[config.mk]
export PLATFORM = sky130hd
export DESIGN_NAME = mac_array_sched
export DESIGN_NICKNAME = d
export VERILOG_FILES = /design/src/rtl/mac_sched_pkg.sv /design/src/rtl/mac_array_sched_rr_arbiter_2.sv /design/src/rtl/mac_array_sched.sv
export SDC_FILE = /design/constraint.sdc
export NUM_CORES = 1
export LEC_CHECK = 0
export ABC_CLOCK_PERIOD_IN_PS = 8800
export CORE_AREA = 4 4 149 151
export CTS_CLUSTER_DIAMETER = 200
export CTS_CLUSTER_SIZE = 24
export DETAILED_ROUTE_END_ITERATION = 8
export DIE_AREA = 0 0 153 155
export PLACE_DENSITY_LB_ADDON = 0.2
export SLEW_MARGIN = 10
export SYNTH_ARGS = -nofsm -noshare
export SYNTH_HDL_FRONTEND = slang
export SYNTH_HIERARCHICAL = 1
export SYNTH_SLANG_ARGS = --single-unit
export TNS_END_PERCENT = 10
[constraint.sdc]
create_clock -name clk -period 8.8 [get_ports clk]
set_input_delay 2.2 -clock clk [delete_from_list [all_inputs] [get_ports clk]]
set_output_delay 2.2 -clock clk [all_outputs]
set_load 0.02 [all_outputs]
[src/rtl/mac_sched_pkg.sv]
// mac_sched_pkg: shared state encoding and requester count for the mac_array job sequencer
package mac_sched_pkg;
  localparam int NUM_REQ = 2;
  typedef enum logic [2:0] {IDLE, CLEAR, STREAM, DRAIN, RESP} state_e;
endpackage

[src/rtl/mac_array_sched_rr_arbiter_2.sv]
// rr_arbiter_2: two-input round-robin pick with a priority pointer advanced only on response handshake
module rr_arbiter_2
  import mac_sched_pkg::*;
(
  input  logic               clk,
  input  logic               rst_n,
  input  logic [NUM_REQ-1:0] req,
  input  logic               upd,
  input  logic               owner,
  output logic               pick
);
  logic prio_q, prio_d;
  // priority holder wins if requesting, otherwise the other requester
  always_comb begin
    prio_d = upd ? ~owner : prio_q;
    pick   = req[prio_q] ? prio_q : ~prio_q;
  end
  // pointer starts at requester 0 and moves past the owner of each completed job
  always_ff @(posedge clk or negedge rst_n)
    if (!rst_n) prio_q <= 1'b0;
    else        prio_q <= prio_d;
endmodule

[src/rtl/mac_array_sched.sv]
// mac_array_sched: arbitrates two requesters onto mac_array, streams beats, drains, returns accumulators
// Optional drain watchdog built only when MAC_SCHED_TIMEOUT_EN is defined.
module mac_array_sched
  import mac_sched_pkg::*;
#(
  parameter int W       = 8,
  parameter int ACC_W   = 16,
  parameter int N_MACS  = 4,
  parameter int MAX_LEN = 16,
  parameter int TIMEOUT = 64
) (
  input  logic                          clk,
  input  logic                          rst_n,
  input  logic [NUM_REQ-1:0]            req_valid,
  output logic [NUM_REQ-1:0]            req_ready,
  input  logic [NUM_REQ-1:0]            req_last,
  input  logic [NUM_REQ*ACC_W-1:0]      req_a,
  input  logic [NUM_REQ*N_MACS*ACC_W-1:0] req_w,
  output logic [N_MACS-1:0]             mac_valid,
  output logic [N_MACS-1:0]             mac_clear,
  output logic [ACC_W-1:0]              mac_a,
  output logic [N_MACS*ACC_W-1:0]       mac_w,
  input  logic [N_MACS*ACC_W-1:0]       mac_acc,
  input  logic [N_MACS-1:0]             mac_valid_out,
  output logic                          rsp_valid,
  input  logic                          rsp_ready,
  output logic                          rsp_id,
  output logic [N_MACS*ACC_W-1:0]       rsp_acc,
  output logic                          rsp_err,
  output logic                          busy
);
  localparam int CW = $clog2(MAX_LEN + 1);
  localparam int LW = N_MACS * ACC_W;
  if (W > ACC_W || TIMEOUT < 1) begin : g_cfg_bad
    $error("mac_array_sched: operand width exceeds bus width or TIMEOUT < 1");
  end
  state_e state_q, state_d;
  logic grant_q, grant_d, err_q, err_d, pick, hs, beat, dec, wd_fire;
  logic [CW-1:0] cnt_q, cnt_d, out_q, out_d;
  logic [N_MACS-1:0] mac_valid_q, mac_valid_d;
  logic [ACC_W-1:0] mac_a_q, mac_a_d;
  logic [LW-1:0] mac_w_q, mac_w_d, rsp_acc_q, rsp_acc_d;
  logic [N_MACS-1:0] unused_vo;
  assign unused_vo = mac_valid_out;
  rr_arbiter_2 u_arb (
    .clk   (clk),
    .rst_n (rst_n),
    .req   (req_valid),
    .upd   (hs),
    .owner (grant_q),
    .pick  (pick)
  );
  assign req_ready = {grant_q, ~grant_q} & {NUM_REQ{state_q == STREAM}};
  assign mac_clear = {N_MACS{state_q == CLEAR}};
  assign mac_valid = mac_valid_q;
  assign mac_a     = mac_a_q;
  assign mac_w     = mac_w_q;
  assign rsp_valid = state_q == RESP;
  assign rsp_id    = grant_q;
  assign rsp_acc   = rsp_acc_q;
  assign rsp_err   = err_q;
  assign busy      = state_q != IDLE;
`ifdef MAC_SCHED_TIMEOUT_EN
  localparam int TW = $clog2(TIMEOUT + 1);
  logic [TW-1:0] wd_q, wd_d;
  // count silent drain cycles; any array valid_out restarts the count
  always_comb begin
    wd_d    = (state_q == DRAIN && !mac_valid_out[0]) ? wd_q + 1'b1 : '0;
    wd_fire = state_q == DRAIN && !mac_valid_out[0] && wd_d == TW'(TIMEOUT);
  end
  // watchdog counter register
  always_ff @(posedge clk or negedge rst_n)
    if (!rst_n) wd_q <= '0;
    else        wd_q <= wd_d;
`else
  assign wd_fire = 1'b0;
`endif
  // next-state, beat issue, outstanding tracking and response capture
  always_comb begin
    beat        = state_q == STREAM && req_valid[grant_q];
    dec         = mac_valid_out[0] && out_q != '0;
    hs          = state_q == RESP && rsp_ready;
    state_d     = state_q;
    grant_d     = grant_q;
    err_d       = err_q;
    cnt_d       = beat ? cnt_q + 1'b1 : cnt_q;
    out_d       = out_q + CW'(beat) - CW'(dec);
    mac_valid_d = {N_MACS{beat}};
    mac_a_d     = beat ? (grant_q ? req_a[ACC_W +: ACC_W] : req_a[0 +: ACC_W]) : mac_a_q;
    mac_w_d     = beat ? (grant_q ? req_w[LW +: LW] : req_w[0 +: LW]) : mac_w_q;
    rsp_acc_d   = rsp_acc_q;
    case (state_q)
      IDLE: if (|req_valid) begin
        state_d = CLEAR;
        grant_d = pick;
      end
      CLEAR: begin
        state_d = STREAM;
        cnt_d   = '0;
        out_d   = '0;
      end
      STREAM: if (beat && (req_last[grant_q] || cnt_d == CW'(MAX_LEN))) begin
        state_d = DRAIN;
        err_d   = err_q | ~req_last[grant_q];
      end
      DRAIN: if ((out_d == '0 && !mac_valid_q[0]) || wd_fire) begin
        state_d   = RESP;
        rsp_acc_d = mac_acc;
        err_d     = err_q | wd_fire;
      end
      RESP: if (rsp_ready) begin
        state_d = IDLE;
        err_d   = 1'b0;
      end
      default: state_d = IDLE;
    endcase
  end
  // sequencer state and registered outputs; reset aborts any job in flight
  always_ff @(posedge clk or negedge rst_n)
    if (!rst_n) begin
      state_q     <= IDLE;
      grant_q     <= 1'b0;
      err_q       <= 1'b0;
      cnt_q       <= '0;
      out_q       <= '0;
      mac_valid_q <= '0;
      mac_a_q     <= '0;
      mac_w_q     <= '0;
      rsp_acc_q   <= '0;
    end else begin
      state_q     <= state_d;
      grant_q     <= grant_d;
      err_q       <= err_d;
      cnt_q       <= cnt_d;
      out_q       <= out_d;
      mac_valid_q <= mac_valid_d;
      mac_a_q     <= mac_a_d;
      mac_w_q     <= mac_w_d;
      rsp_acc_q   <= rsp_acc_d;
    end
endmodule

==> impl_metrics.csv, run 1 <==
group,metric,value,unit
setup_path,path_max_fanout,65,
clock_tree,clock_latency,0.43,ns
synth,yosys-top-cells-count,"161 x dfrtp_1, 92 x nor2_1, 84 x mux2i_1, 83 x a21oi_1, 49 x mux2_4",
clock_tree,cts_tree,"done",
setup_path,worstSetupPathType,"input port to flip-flop",
sta,relSlewSlack,23.9,%
synth,synth_nets,848,
min_path,min_path_type,"flip-flop to flip-flop",
placement,port_buffers,389,
outcome,status,"finished, final reports clean",
grt,antenna_found_initial,0,
power_and_ir_drop,ir_drop,0.169,mV
die,fp-row-count,53,
setup_path,cp_top_family,"buffers and inverters",
routing,via_per_inst,4.65,
setup_path,slowest_stage,"buf_4",
flow_run,maxCapViolCount,0,
setup_path,path_depth,11,
setup_path,worstPathRequired,9.10,ns
synth,async_flop_share,100,%
die,ios,393,
setup_path,end_kind,"flip-flop",
setup_path,reg2reg_slack,4.62,ns
setup_path,crit_top_cell,"mux2_2",
setup_path,worstSetupEndpoint,"rsp_acc[63]$_DFFE_PN0P_",
grt,grt-ovfl-total,0,
synth,syn_area,0.00739,sq mm
placement,globalplace.congestion,0.807,
sta,timing.hold.ws,0.509,ns
finish,final_area,0.0120,sq mm
clock_tree,cts_setup_buffers,0,
synth,ys_top_cells_by_area,"dfrtp_1 54%, mux2i_1 11%, mux2_4 10%, a21oi_1 5.6%, nor2_1 4.7%",
finish,drive_gt1_share,11.2,%
clock_tree,cts_hold_buf,0,
sta,worstMarginPinSlew,1.14,ns
grt,globalRouteTotalUtil,18.8,%
finish,diodes,0,
die,fp.dieW,153,um
sta,fin_crit,5.52,ns
routing,vias,5855,
synth,yosysWarnings,6,
die,start_util,35.5,%
clock_tree,numCtsBuffers,17,
setup_path,timing.rr.end,"rsp_acc[63]$_DFFE_PN0P_",
routing,drt_iter0_drc,234,
setup_path,crit_chain,"clkdlybuf4s50_1, mux2_2, and2_4, ha_1, fa_1, a21oi_1, o21bai_1, xnor2_1, nand4_1, buf_4, mux2_2",
synth,synth_cell_types,43,
clock_tree,cts_resized,0,
finish,final_util,57.5,%
setup_path,r2r_start,"rsp_id$_DFFE_PN0P_",
synth,yosysMostFrequentCell,"dfrtp_1",
grt,grt_pass1_vias,6146,
grt,grt_pass1_wl,34800,um
routing,wirelength,22600,um
sta,fin_tns_setup,0,ns
synth,postSynthAreaPerCell,12.2,sq um
sta,slew_violations,0,
die,die_area,0.0237,sq mm
setup_path,cp-start-kind,"input port",
finish,syn2layout_area_growth,62.0,%
routing,wire_per_inst,17.9,um
sta,fmax,181,MHz
setup_path,rr_worst_depth,10,
placement,place_area,0.0114,sq mm
clock_tree,htreeDepth,4,
synth,synth_edf_count,0,
sta,finalWorstSetupSlack,3.28,ns
synth,ys_seq_area_share,54.5,%
clock_tree,cts.clk_slew.worst_paths,0.07,ns
setup_path,crit_path_start,"req_valid[0]",
synth,ys_ff_latch,161,
die,die_h,155,um
routing,ant_nets,0,
power_and_ir_drop,power_density,361,mW/mm^2
die,fp.coreArea,0.0208,sq mm
synth,ys.flop_type,"dfrtp_1",
sta,setup_viol,0,
grt,grt_start_max_net_pins,122,
sta,fin_skew,0.0140,ns
synth,synth_top_area_share,54.5,%
clock_tree,cts.sinks,161,
setup_path,worst-path-buf-inv,2,
clock_tree,clockBufferDepth,2,
sta,rsz0062_at_grt,"false",
finish,final_nets,1214,
power_and_ir_drop,p_leak,5.37,nW
synth,syn_inst,605,
placement,place_hpwl,17100,um
placement,place_ws,2.85,ns
clock_tree,cts-root-buf,"clkbuf_16",
sta,post-route-period-util,62.7,%
routing,drc,0,
routing,drt_first_pass_iters,5,
setup_path,arrival,5.82,ns
sta,hold_viol,0,
setup_path,slowest_delay,0.82,ns
synth,synth_top_cell_by_area,"dfrtp_1",
[final cells by class]
| type | count | area, sq um |
|---|---|---|
| clock inverter | 14 | 170 |
| fill | 1810 | 8840 |
| clock buffer | 18 | 429 |
| timing repair buffer | 394 | 3930 |
| inverter | 11 | 41.3 |
| multi-input combinational | 386 | 3030 |
| sequential | 161 | 4030 |
| tap | 275 | 344 |
[cell families after synthesis]
family | after synthesis | synth area share [%]
AOI/OAI and AO/OA | 96 | 6.80
xor gates and xnor gates | 9 | 1.07
adders and majority gates | 8 | 1.46
buffers and inverters | 58 | 4.59
DFF | 161 | 54.5
muxes | 150 | 23.9
and+or+nand+nor | 123 | 7.68
[cell usage in the layout, fill, tap and decap left out, types with 2 or more instances in the layout]
cell type,count
o21ai_0,3
clkbuf_16,17
and3_1,2
a31oi_1,2
dfrtp_1,160
inv_6,5
ha_1,7
clkinvlp_4,2
a21oi_1,83
xor2_1,2
mux2_4,49
nand2_1,2
buf_4,5
inv_8,3
nor4b_1,2
mux2_2,17
nand4_1,4
xnor2_1,7
clkdlybuf4s50_1,388
nor2_1,92
or3_1,2
inv_1,11
clkinv_4,2
nand3_1,2
bufinv_16,2
nor2b_1,4
mux2i_1,84
nor3_1,3
[worst min path at each step]
stage	slack (ns)	to	cells past startpoint	from
6_report	0.51	rsp_acc[10]$_DFFE_PN0P_	1	rsp_acc[10]$_DFFE_PN0P_
5_1_grt	0.53	rsp_acc[50]$_DFFE_PN0P_	1	rsp_acc[50]$_DFFE_PN0P_
4_1_cts	0.51	rsp_acc[32]$_DFFE_PN0P_	1	rsp_acc[32]$_DFFE_PN0P_
3_5_place_dp	0.49	rsp_acc[33]$_DFFE_PN0P_	1	rsp_acc[33]$_DFFE_PN0P_
3_3_place_gp	0.49	rsp_acc[10]$_DFFE_PN0P_	1	rsp_acc[10]$_DFFE_PN0P_
2_1_floorplan	0.51	u_arb/prio_q$_DFFE_PN0P_	2	u_arb/prio_q$_DFFE_PN0P_
[state kept, by name (all words and copies together), names as in the netlist]
name	flops
mac_valid	1
state_q	3
rsp_id	1
rsp_acc	64
out_q	5
cnt_q	5
u_arb/prio_q	1
mac_a	16
mac_w	64
rsp_err	1
[routing by layer]
metal  track usage, %  vias to the layer above  part of all wire, %
met5                0                        -                    0
met4             5.35                        0                  1.5
met3             7.65                       19                  9.4
met2             30.5                      269                   48
met1             23.2                     2745                   41
li1                 -                     2822                    -
[metrics by stage]
stage / std cells / power (mW)
floorplan: 605 / 2.65
global placement: 1227 / 3.58
detailed placement: 1227 / 3.62
CTS: 1259 / 4.39
global route: 1259 / 4.61
finish: 1259 / 4.32
[worst reg2reg max path, delay by kind of cell (launching register included)]
kind | cells | cell delay, ns
compound gates | 2 | 0.22
xor+xnor | 1 | 0.16
fa+ha+maj | 2 | 0.71
buf+inv | 1 | 0.82
flops | 1 | 0.82
mux | 2 | 0.92
simple gates | 2 | 0.42
[report_power, final]
group	leakage [nW]	internal [mW]	switching [mW]	total (mW)
clock network	0.288	0.429	0.323	0.753
logic	3.20	1.17	1.08	2.25
registers	1.89	1.09	0.236	1.32
total	5.37	2.69	1.64	4.32
Note: power is estimated with default switching activity, not from simulation.
==> run 2: changes to the inputs <==
--- a/config.mk
+++ b/config.mk
@@ -5,12 +5,12 @@
 export SDC_FILE = /design/constraint.sdc
 export NUM_CORES = 1
 export LEC_CHECK = 0
-export ABC_CLOCK_PERIOD_IN_PS = 8800
-export CORE_AREA = 4 4 149 151
+export ABC_CLOCK_PERIOD_IN_PS = 5600
+export CORE_AREA = 4 4 150 152
 export CTS_CLUSTER_DIAMETER = 200
 export CTS_CLUSTER_SIZE = 24
 export DETAILED_ROUTE_END_ITERATION = 8
-export DIE_AREA = 0 0 153 155
+export DIE_AREA = 0 0 154 156
 export PLACE_DENSITY_LB_ADDON = 0.2
 export SLEW_MARGIN = 10
 export SYNTH_ARGS = -nofsm -noshare
==> constraint.sdc (replaced) <==
create_clock -name clk -period 5.6 [get_ports clk]
set_input_delay 1.4 -clock clk [delete_from_list [all_inputs] [get_ports clk]]
set_output_delay 1.4 -clock clk [all_outputs]
set_load 0.02 [all_outputs]
==> impl_metrics.csv, run 2 (synthesis gave the netlist of run 1 again) <==
group,metric,value,unit
placement,globalplace.congestion,0.813,
setup_path,cp-start-kind,"input port",
power_and_ir_drop,clkPwrFrac,18.1,%
setup_path,crit_chain,"clkdlybuf4s50_1, mux2_2, and2_4, ha_1, fa_1, a21oi_1, o21bai_1, xnor2_1, nand4_1, buf_12, mux2_4",
die,fp.dieW,154,um
clock_tree,cts_tree,"done",
power_and_ir_drop,p_leak,5.40,nW
min_path,hp-start,"rsp_acc[26]$_DFFE_PN0P_",
outcome,status,"finished, final reports clean",
power_and_ir_drop,p_sw_share,36.9,%
die,die_area,0.0240,sq mm
clock_tree,cts_resized,0,
sta,fin_crit,4.17,ns
clock_tree,cts.clk_slew.worst_paths,0.06,ns
placement,port_buffers,389,
die,start_util,35.2,%
power_and_ir_drop,seqPwrFrac,30.4,%
finish,syn2layout_area_growth,62.7,%
setup_path,path_max_fanout,65,
finish,regArea,0.00403,sq mm
setup_path,reg2reg_slack,1.92,ns
setup_path,r2r_start,"rsp_id$_DFFE_PN0P_",
grt,grt-ovfl-total,0,
placement,place_ws,1.07,ns
grt,grt_pass1_wl,35000,um
sta,fin_skew,0.0106,ns
sta,hold_viol,0,
power_and_ir_drop,ir_drop,0.272,mV
setup_path,slowest_stage,"clkdlybuf4s50_1",
die,ios,393,
die,fp.coreArea,0.0210,sq mm
setup_path,worstSetupPathType,"input port to flip-flop",
routing,drt_iter0_drc,211,
setup_path,slowest_delay,0.50,ns
setup_path,arrival,4.47,ns
finish,drive_gt1_share,10.8,%
sta,worstMarginPinSlew,0.971,ns
sta,timing.hold.ws,0.507,ns
flow_run,maxCapViolCount,0,
power_and_ir_drop,p_switching,2.54,mW
routing,via_per_inst,4.64,
setup_path,timing.rr.end,"rsp_acc[26]$_DFFE_PN0P_",
grt,antenna_found_initial,0,
setup_path,worstPathRequired,5.90,ns
clock_tree,cts_setup_buffers,0,
grt,grt_pass1_vias,6118,
sta,rsz0062_at_grt,"false",
sta,setup_viol,0,
routing,drt_first_pass_iters,4,
routing,ant_nets,0,
placement,place_hpwl,17500,um
placement,placed_cells,1228,
clock_tree,cts_hold_buf,0,
clock_tree,cts-root-buf,"clkbuf_16",
setup_path,rr_worst_depth,10,
finish,nFillCells,1829,
clock_tree,numCtsBuffers,17,
clock_tree,htreeDepth,4,
grt,grt_start_max_net_pins,102,
power_and_ir_drop,p_int,4.33,mW
min_path,min_path_type,"flip-flop to flip-flop",
finish,stdcell_count,1256,
sta,fin_tns_setup,0,ns
finish,final_common_cell,"clkdlybuf4s50_1",
sta,slew_violations,0,
clock_tree,cts.sinks,161,
power_and_ir_drop,power_density,571,mW/mm^2
sta,post-route-period-util,74.5,%
routing,wirelength,22900,um
finish,diodes,0,
min_path,min_to,"rsp_acc[26]$_DFFE_PN0P_",
finish,final_util,57.2,%
grt,globalRouteTotalUtil,18.7,%
sta,relSlewSlack,35.3,%
die,die_h,156,um
clock_tree,clockBufferDepth,2,
clock_tree,clock_latency,0.41,ns
sta,fmax,240,MHz
routing,vias,5824,
power_and_ir_drop,comb_power_share,51.6,%
finish,final_cell_mix,"388 x clkdlybuf4s50_1, 160 x dfrtp_1, 92 x nor2_1",
finish,final_nets,1215,
routing,drc,0,
min_path,whs_path_depth,1,
routing,wire_per_inst,18.2,um
die,fp-row-count,53,
sta,finalWorstSetupSlack,1.43,ns
finish,multi_input_area,0.00303,sq mm
setup_path,end_kind,"flip-flop",
## run 2: layer usage
layer	track usage, %	part of all wire (%)
met4	5.59	1.6
met1	21.9	39
met3	8.43	10
met2	31.1	49
met5	0	0
## run 2: worst max-delay path by stage
stage	start	endpoint
3_5_place_dp	req_valid[0]	rsp_acc[1]$_DFFE_PN0P_
6_report	req_valid[0]	rsp_acc[26]$_DFFE_PN0P_
3_3_place_gp	req_valid[0]	rsp_acc[1]$_DFFE_PN0P_
2_1_floorplan	req_valid[1]	rsp_acc[14]$_DFFE_PN0P_
5_1_grt	req_valid[0]	rsp_acc[25]$_DFFE_PN0P_
4_1_cts	req_valid[0]	rsp_acc[43]$_DFFE_PN0P_
## run 2: worst max-delay path: cells and delay by family
| kind | cells | cell delay [ns] |
|---|---|---|
| AND/OR/NAND/NOR | 2 | 0.39 |
| multiplexers | 2 | 0.68 |
| XOR/XNOR | 1 | 0.29 |
| AO/OA/AOI/OAI | 2 | 0.22 |
| buffers and inverters | 2 | 0.79 |
| adder cells (fa/ha/maj) | 2 | 0.63 |
## run 2: layout make-up
class                           count  area share, %
Timing Repair Buffer              395           33.0
Inverter                           11          0.343
Tap cell                          275           2.86
Clock inverter                      9           1.53
Multi-Input combinational cell    386           25.2
Sequential cell                   161           33.5
Clock buffer                       19           3.60
## run 2: metrics by stage
step	cell area (sq um)	total power [mW]
after floorplan	7390	4.16
after global placement	11400	5.64
after detailed placement	11400	5.69
after CTS	12000	6.98
after global routing	12000	7.30
final	12000	6.87
## run 2: power by group through the flow
stage / registers, mW / logic [mW] / clock network, mW
2_1_floorplan: 2.59 / 1.57 / 0
3_3_place_gp: 2.09 / 3.55 / 0
3_5_place_dp: 2.10 / 3.59 / 0
4_1_cts: 2.10 / 3.60 / 1.28
5_1_grt: 2.16 / 3.81 / 1.33
6_report: 2.09 / 3.54 / 1.24
==> run 3: changes to the inputs <==
--- a/config.mk
+++ b/config.mk
@@ -5,7 +5,7 @@
 export SDC_FILE = /design/constraint.sdc
 export NUM_CORES = 1
 export LEC_CHECK = 0
-export ABC_CLOCK_PERIOD_IN_PS = 5600
+export ABC_CLOCK_PERIOD_IN_PS = 4350
 export CORE_AREA = 4 4 150 152
 export CTS_CLUSTER_DIAMETER = 200
 export CTS_CLUSTER_SIZE = 24
==> constraint.sdc (replaced) <==
create_clock -name clk -period 4.35 [get_ports clk]
set_input_delay 1.0875 -clock clk [delete_from_list [all_inputs] [get_ports clk]]
set_output_delay 1.0875 -clock clk [all_outputs]
set_load 0.02 [all_outputs]
==> impl_metrics.csv, run 3 (synthesis gave the netlist of run 1 again) <==
group,metric,value,unit
outcome,status,"finished, final reports clean",
setup_path,timing.rr.end,"rsp_acc[40]$_DFFE_PN0P_",
die,ios,393,
finish,diodes,0,
sta,hold_viol,0,
grt,globalRouteTotalUtil,18.8,%
setup_path,slowest_stage,"nand4_1",
setup_path,slowest_delay,0.45,ns
routing,wirelength,23100,um
sta,fmax,255,MHz
power_and_ir_drop,p_leak,5.44,nW
sta,slew_violations,0,
die,start_util,35.2,%
setup_path,worstPathRequired,4.64,ns
setup_path,crit_path_start,"req_valid[1]",
grt,grt_pass1_vias,6292,
die,fp.dieW,154,um
die,fp.coreArea,0.0210,sq mm
routing,drt_first_pass_iters,4,
finish,final_common_cell,"clkdlybuf4s50_1",
sta,fin_crit,3.93,ns
routing,via_per_inst,4.66,
clock_tree,cts-root-buf,"clkbuf_16",
sta,setup_viol,0,
placement,port_buffers,389,
sta,post-route-period-util,90.3,%
finish,syn2layout_area_growth,63.5,%
setup_path,arrival,4.22,ns
min_path,hp-start,"rsp_acc[3]$_DFFE_PN0P_",
clock_tree,numCtsBuffers,17,
die,die_area,0.0240,sq mm
placement,globalplace.congestion,0.799,
clock_tree,clockBufferDepth,2,
flow_run,maxCapViolCount,0,
setup_path,r2r_start,"out_q[3]$_DFF_PN0_",
routing,wire_per_inst,18.2,um
setup_path,crit_chain,"clkdlybuf4s50_1, mux2_2, and2_4, ha_1, fa_1, a21oi_1, o21bai_1, xnor2_1, nand4_1, buf_12, mux2_4",
sta,fin_skew,0.0112,ns
clock_tree,htreeDepth,4,
clock_tree,clock_latency,0.41,ns
min_path,whs_path_depth,1,
finish,final_cell_mix,"388 x clkdlybuf4s50_1, 160 x dfrtp_1, 92 x nor2_1",
clock_tree,cts_hold_buf,0,
grt,grt_pass1_wl,35400,um
sta,rsz0062_at_grt,"false",
min_path,min_path_type,"flip-flop to flip-flop",
routing,ant_nets,0,
sta,worstMarginPinSlew,1.08,ns
clock_tree,cts_resized,0,
routing,vias,5920,
finish,drive_gt1_share,12.3,%
routing,drt_iter0_drc,218,
min_path,min_to,"rsp_acc[3]$_DFFE_PN0P_",
clock_tree,cts_setup_buffers,0,
die,die_h,156,um
setup_path,end_kind,"flip-flop",
setup_path,rr_worst_depth,13,
finish,final_nets,1225,
grt,grt-ovfl-total,0,
clock_tree,cts.sinks,161,
grt,grt_start_max_net_pins,116,
clock_tree,cts.clk_slew.worst_paths,0.07,ns
sta,relSlewSlack,28.2,%
setup_path,worstSetupPathType,"input port to flip-flop",
die,fp-row-count,53,
finish,final_util,57.5,%
routing,drc,0,
sta,fin_tns_setup,0,ns
power_and_ir_drop,ir_drop,0.359,mV
power_and_ir_drop,total_power,8.80,mW
setup_path,cp-start-kind,"input port",
power_and_ir_drop,power_density,728,mW/mm^2
finish,stdcell_count,1270,
setup_path,reg2reg_slack,1.00,ns
grt,antenna_found_initial,0,
setup_path,path_max_fanout,22,
placement,placed_cells,1238,
placement,place_hpwl,17800,um
clock_tree,cts_tree,"done",
-- run 3: cell types whose count changed in the layout (fill, tap and decap cells not counted), sizes merged --
cell | before | now
clkinv | 1 | 4
inv | 13 | 17
bufinv | 5 | 2
buf | 7 | 17
-- run 3: area by class of cell --
class	instances	area, sq um
fill	1801	8940
timing repair buffer	405	4040
sequential	161	4030
multi-input combinational	386	3030
clock buffer	19	453
tap	275	344
clock inverter	13	146
inverter	11	41.3
-- run 3: worst max-delay path by stage --
| stage | endpoint | slack (ns) |
|---|---|---|
| finish | rsp_acc[40]$_DFFE_PN0P_ | 0.42 |
| global route | rsp_acc[40]$_DFFE_PN0P_ | 0.26 |
| CTS | rsp_acc[40]$_DFFE_PN0P_ | 0.40 |
| detailed placement | rsp_acc[52]$_DFFE_PN0P_ | -0.02 |
| global placement | rsp_acc[33]$_DFFE_PN0P_ | 0.04 |
| floorplan | rsp_acc[14]$_DFFE_PN0P_ | 0.51 |
-- run 3: power breakdown --
part	leakage, nW	switching, mW	total, mW	internal, mW
clock network	0.297	0.633	1.52	0.888
registers	1.89	0.405	2.61	2.20
logic	3.26	2.28	4.68	2.39
total	5.44	3.32	8.80	5.48
-- run 3: critical path: cells and delay by family --
kind	cells	cell delay, ns
xor gates and xnor gates	1	0.26
buffers and inverters	2	0.76
and+or+nand+nor	2	0.62
muxes	2	0.62
AOI/OAI and AO/OA	2	0.22
adders and majority gates	2	0.63
-- run 3: through the flow --
step / setup WS [ns] / cell area [sq um] / hold slack (ns)
after CTS: 0.405 / 12100 / 0.508
after detailed placement: -0.0222 / 11500 / 0.491
final: 0.422 / 12100 / 0.507
after global placement: 0.0442 / 11500 / 0.487
after floorplan: 0.508 / 7390 / 0.513
after global routing: 0.259 / 12100 / 0.513
-- run 3: per-layer routing --
metal,routed length [um],GRT usage [%]
met2,11300,32.1
met4,391,5.47
met5,0,0
met3,2410,8.27
met1,9020,21.4
==> variant 1: new RTL, config.mk and constraints of run 1 <==
Change the parameter `N_MACS` from 4 to 8.
--- a/src/rtl/mac_array_sched.sv
+++ b/src/rtl/mac_array_sched.sv
@@ -5,7 +5,7 @@
 #(
   parameter int W       = 8,
   parameter int ACC_W   = 16,
-  parameter int N_MACS  = 4,
+  parameter int N_MACS  = 8,
   parameter int MAX_LEN = 16,
   parameter int TIMEOUT = 64
 ) (
Ports: changed (7 resized); port bits go from 393 to 725. No check against the original RTL was run, so the function may have changed too.
==> variant 1 against run 1 <==
- the run now fails in I/O pin placement
- area after synthesis increased by 75%
==> variant 1: results (changes against run 1) <==
{| class="wikitable"
! Metric !! Value
|-
| Outcome || did not finish
|-
| Last step reached || I/O pin placement
|-
| Stop err || [ERROR PPL-0024] Number of IO pins (725) exceeds maximum number of available positions (548). Increase the die perimeter from 616.00um to 986.00um.
|-
| Count of cell types in the netlist || 45 (+4.7%)
|-
| Main area contributors after synthesis || sky130_fd_sc_hd__dfrtp_1, sky130_fd_sc_hd__mux2_4, sky130_fd_sc_hd__mux2i_1, sky130_fd_sc_hd__a21oi_1, sky130_fd_sc_hd__nor2_1
|-
| Sequential cell area fraction in the yosys report || 55.81% (+1.3 points)
|-
| Post-Synthesis Net Count || 1464 (+73%)
|-
| Site row count || 53 (unchanged)
|-
| Ys async rst share || 100.0% (unchanged)
|-
| Syn_area_per_cell || 12.64 um2 (+3.5%)
|-
| Post-synthesis sequential element count || 289 (+80%)
|-
| Top cell types by occurrence after synthesis || sky130_fd_sc_hd__dfrtp_1, sky130_fd_sc_hd__nor2_1, sky130_fd_sc_hd__mux2i_1
|-
| Number of warning messages in the yosys log || 6 (unchanged)
|}
## variant 1: cell families after synthesis
family	after synthesis	share of synthesized area, %
buffers and inverters	94	4.451
muxes	278	25.63
adders and majority gates	8	0.8303
DFF	289	55.81
xor gates and xnor gates	9	0.6663
and+or+nand+nor	187	6.237
AOI/OAI and AO/OA	160	6.382
==> variant 2: new RTL, config.mk and constraints of run 1 <==
Made on the original files. Register the output `rsp_err` once more, with the module's reset; this adds one clock of latency there. The other outputs are not delayed to match.
--- a/src/rtl/mac_array_sched.sv
+++ b/src/rtl/mac_array_sched.sv
@@ -58,7 +58,13 @@
   assign rsp_valid = state_q == RESP;
   assign rsp_id    = grant_q;
   assign rsp_acc   = rsp_acc_q;
-  assign rsp_err   = err_q;
+  always_ff @(posedge clk or negedge rst_n) begin
+    if (!rst_n) begin
+      rsp_err <= '0;
+    end else begin
+      rsp_err <= err_q;
+    end
+  end
   assign busy      = state_q != IDLE;
 `ifdef MAC_SCHED_TIMEOUT_EN
   localparam int TW = $clog2(TIMEOUT + 1);
Behaviour: same outputs for any inputs over 10 cycles, from zero or initial values and one cycle with rst_n low; that may be too few to reach the edited logic, so the function may still have changed.
==> variant 2 against run 1 <==
- register-to-register slack worse by 0.90 ns
- clock skew down 0.0052 ns
- sequential cell count rose by 1
- wire length is 2.1% lower
- setup slack worse by 0.092 ns
- area after synthesis fell by 3.6%
- total power is 6.6% lower
- first-iteration DRC count is 12% higher
- final area fell by 1.8%
==> variant 2: results (changes against run 1) <==
{| class="wikitable"
! Metric !! Value
|-
| Outcome || finished clean
|-
| Met3 WL || 1286 um (-39%)
|-
| Relative slew slack || 30.22% (+6.3 points)
|-
| Synth Area in Compound Gates || 7.359% (+0.56 points)
|-
| Maximum clock skew at final layout || 0.008866 ns (-0.005169 ns)
|-
| Number of nets in the final layout || 1216 (+0.16%)
|-
| Sequential cell area fraction in the yosys report || 56.90% (+2.4 points)
|-
| Arrival time at the worst endpoint || 5.91 ns (+0.09 ns)
|-
| Combinational group power || 2.03 mW (-9.8%)
|-
| Global routing usage on met2 || 32.39% (+1.9 points)
|-
| Detail Route met2 WL || 11640 um (+7.3%)
|-
| Hold path startpoint || err_q
|-
| Post-synthesis sequential element count || 162 (+0.62%)
|-
| Path depth of the worst reg2reg path || 12 (+2)
|-
| Share of the synthesized netlist area taken by xor and xnor gates || 1.229% (+0.16 points)
|-
| Total wirelength of the detailed-routed design || 22090 um (-2.1%)
|-
| Post-Route M1 WL || 8432 um (-9.0%)
|-
| Total number of vias || 5701 (-2.6%)
|-
| VDD IR max || 0.0001588 V (-5.9%)
|-
| Global-route wire length before repair || 33440 um (-3.9%)
|-
| Number of global-route vias before repair || 5869 (-4.5%)
|-
| Slowest cell delay on critical path || 0.65 ns (-0.17 ns)
|-
| Placed wire-length estimate after detailed placement || 17080 um (-0.22%)
|-
| Area of the multi-input gates || 2821 um2 (-6.8%)
|-
| Main area contributors after synthesis || sky130_fd_sc_hd__dfrtp_1, sky130_fd_sc_hd__mux2i_1, sky130_fd_sc_hd__mux2_2, sky130_fd_sc_hd__o21ai_0, sky130_fd_sc_hd__nand2_1
|-
| Top cell types by occurrence after synthesis || sky130_fd_sc_hd__dfrtp_1, sky130_fd_sc_hd__nand2_1, sky130_fd_sc_hd__mux2i_1
|-
| Count of cell types in the netlist || 40 (-7.0%)
|-
| Total routing resource utilization after global routing || 18.31% (-0.45 points)
|-
| Violation count after the first detailed-route iteration || 263 (+12%)
|-
| GR Layer Usage met1 || 20.64% (-2.6 points)
|-
| Share of final layout cell area taken by non-clock buffers || 33.42% (+0.59 points)
|-
| Initial DRT Pass Iterations || 4 (-1)
|-
| Logic inverters || 12 (+1)
|-
| Number of inserted filler cells in the final layout || 1833 (+1.3%)
|-
| Final-layout clock buffer total || 17 (-1)
|}
[variant 2: changes by cell type in the layout (fill, tap and decap cells not counted), sizes merged, moves of 3 or more]
cell          run 1  this run
nand2             2        88
o21ai             4        81
nor3              3         0
nor2             92        15
a21oi            84         5
[variant 2: stage by stage]
stage | cell area (um2) | power, mW | utilization (%) | std cells | hold slack (ns)
finish | 11770 | 4.041 | 56.51 | 1260 | 0.3969
global route | 11770 | 4.307 | 56.51 | 1260 | 0.4175
CTS | 11770 | 4.106 | 56.51 | 1260 | 0.4004
detailed placement | 11200 | 3.360 | 53.79 | 1229 | 0.3777
global placement | 11200 | 3.329 | 53.79 | 1229 | 0.3744
floorplan | 7124 | 2.412 | - | 605 | 0.3537
[variant 2: worst min-delay path by stage]
stage                   end  cells past startpoint  slack (ns)
floorplan           rsp_err                      0        0.35
global placement    rsp_err                      0        0.37
detailed placement  rsp_err                      0        0.38
CTS                 rsp_err                      0        0.40
global route        rsp_err                      0        0.42
finish              rsp_err                      0        0.40
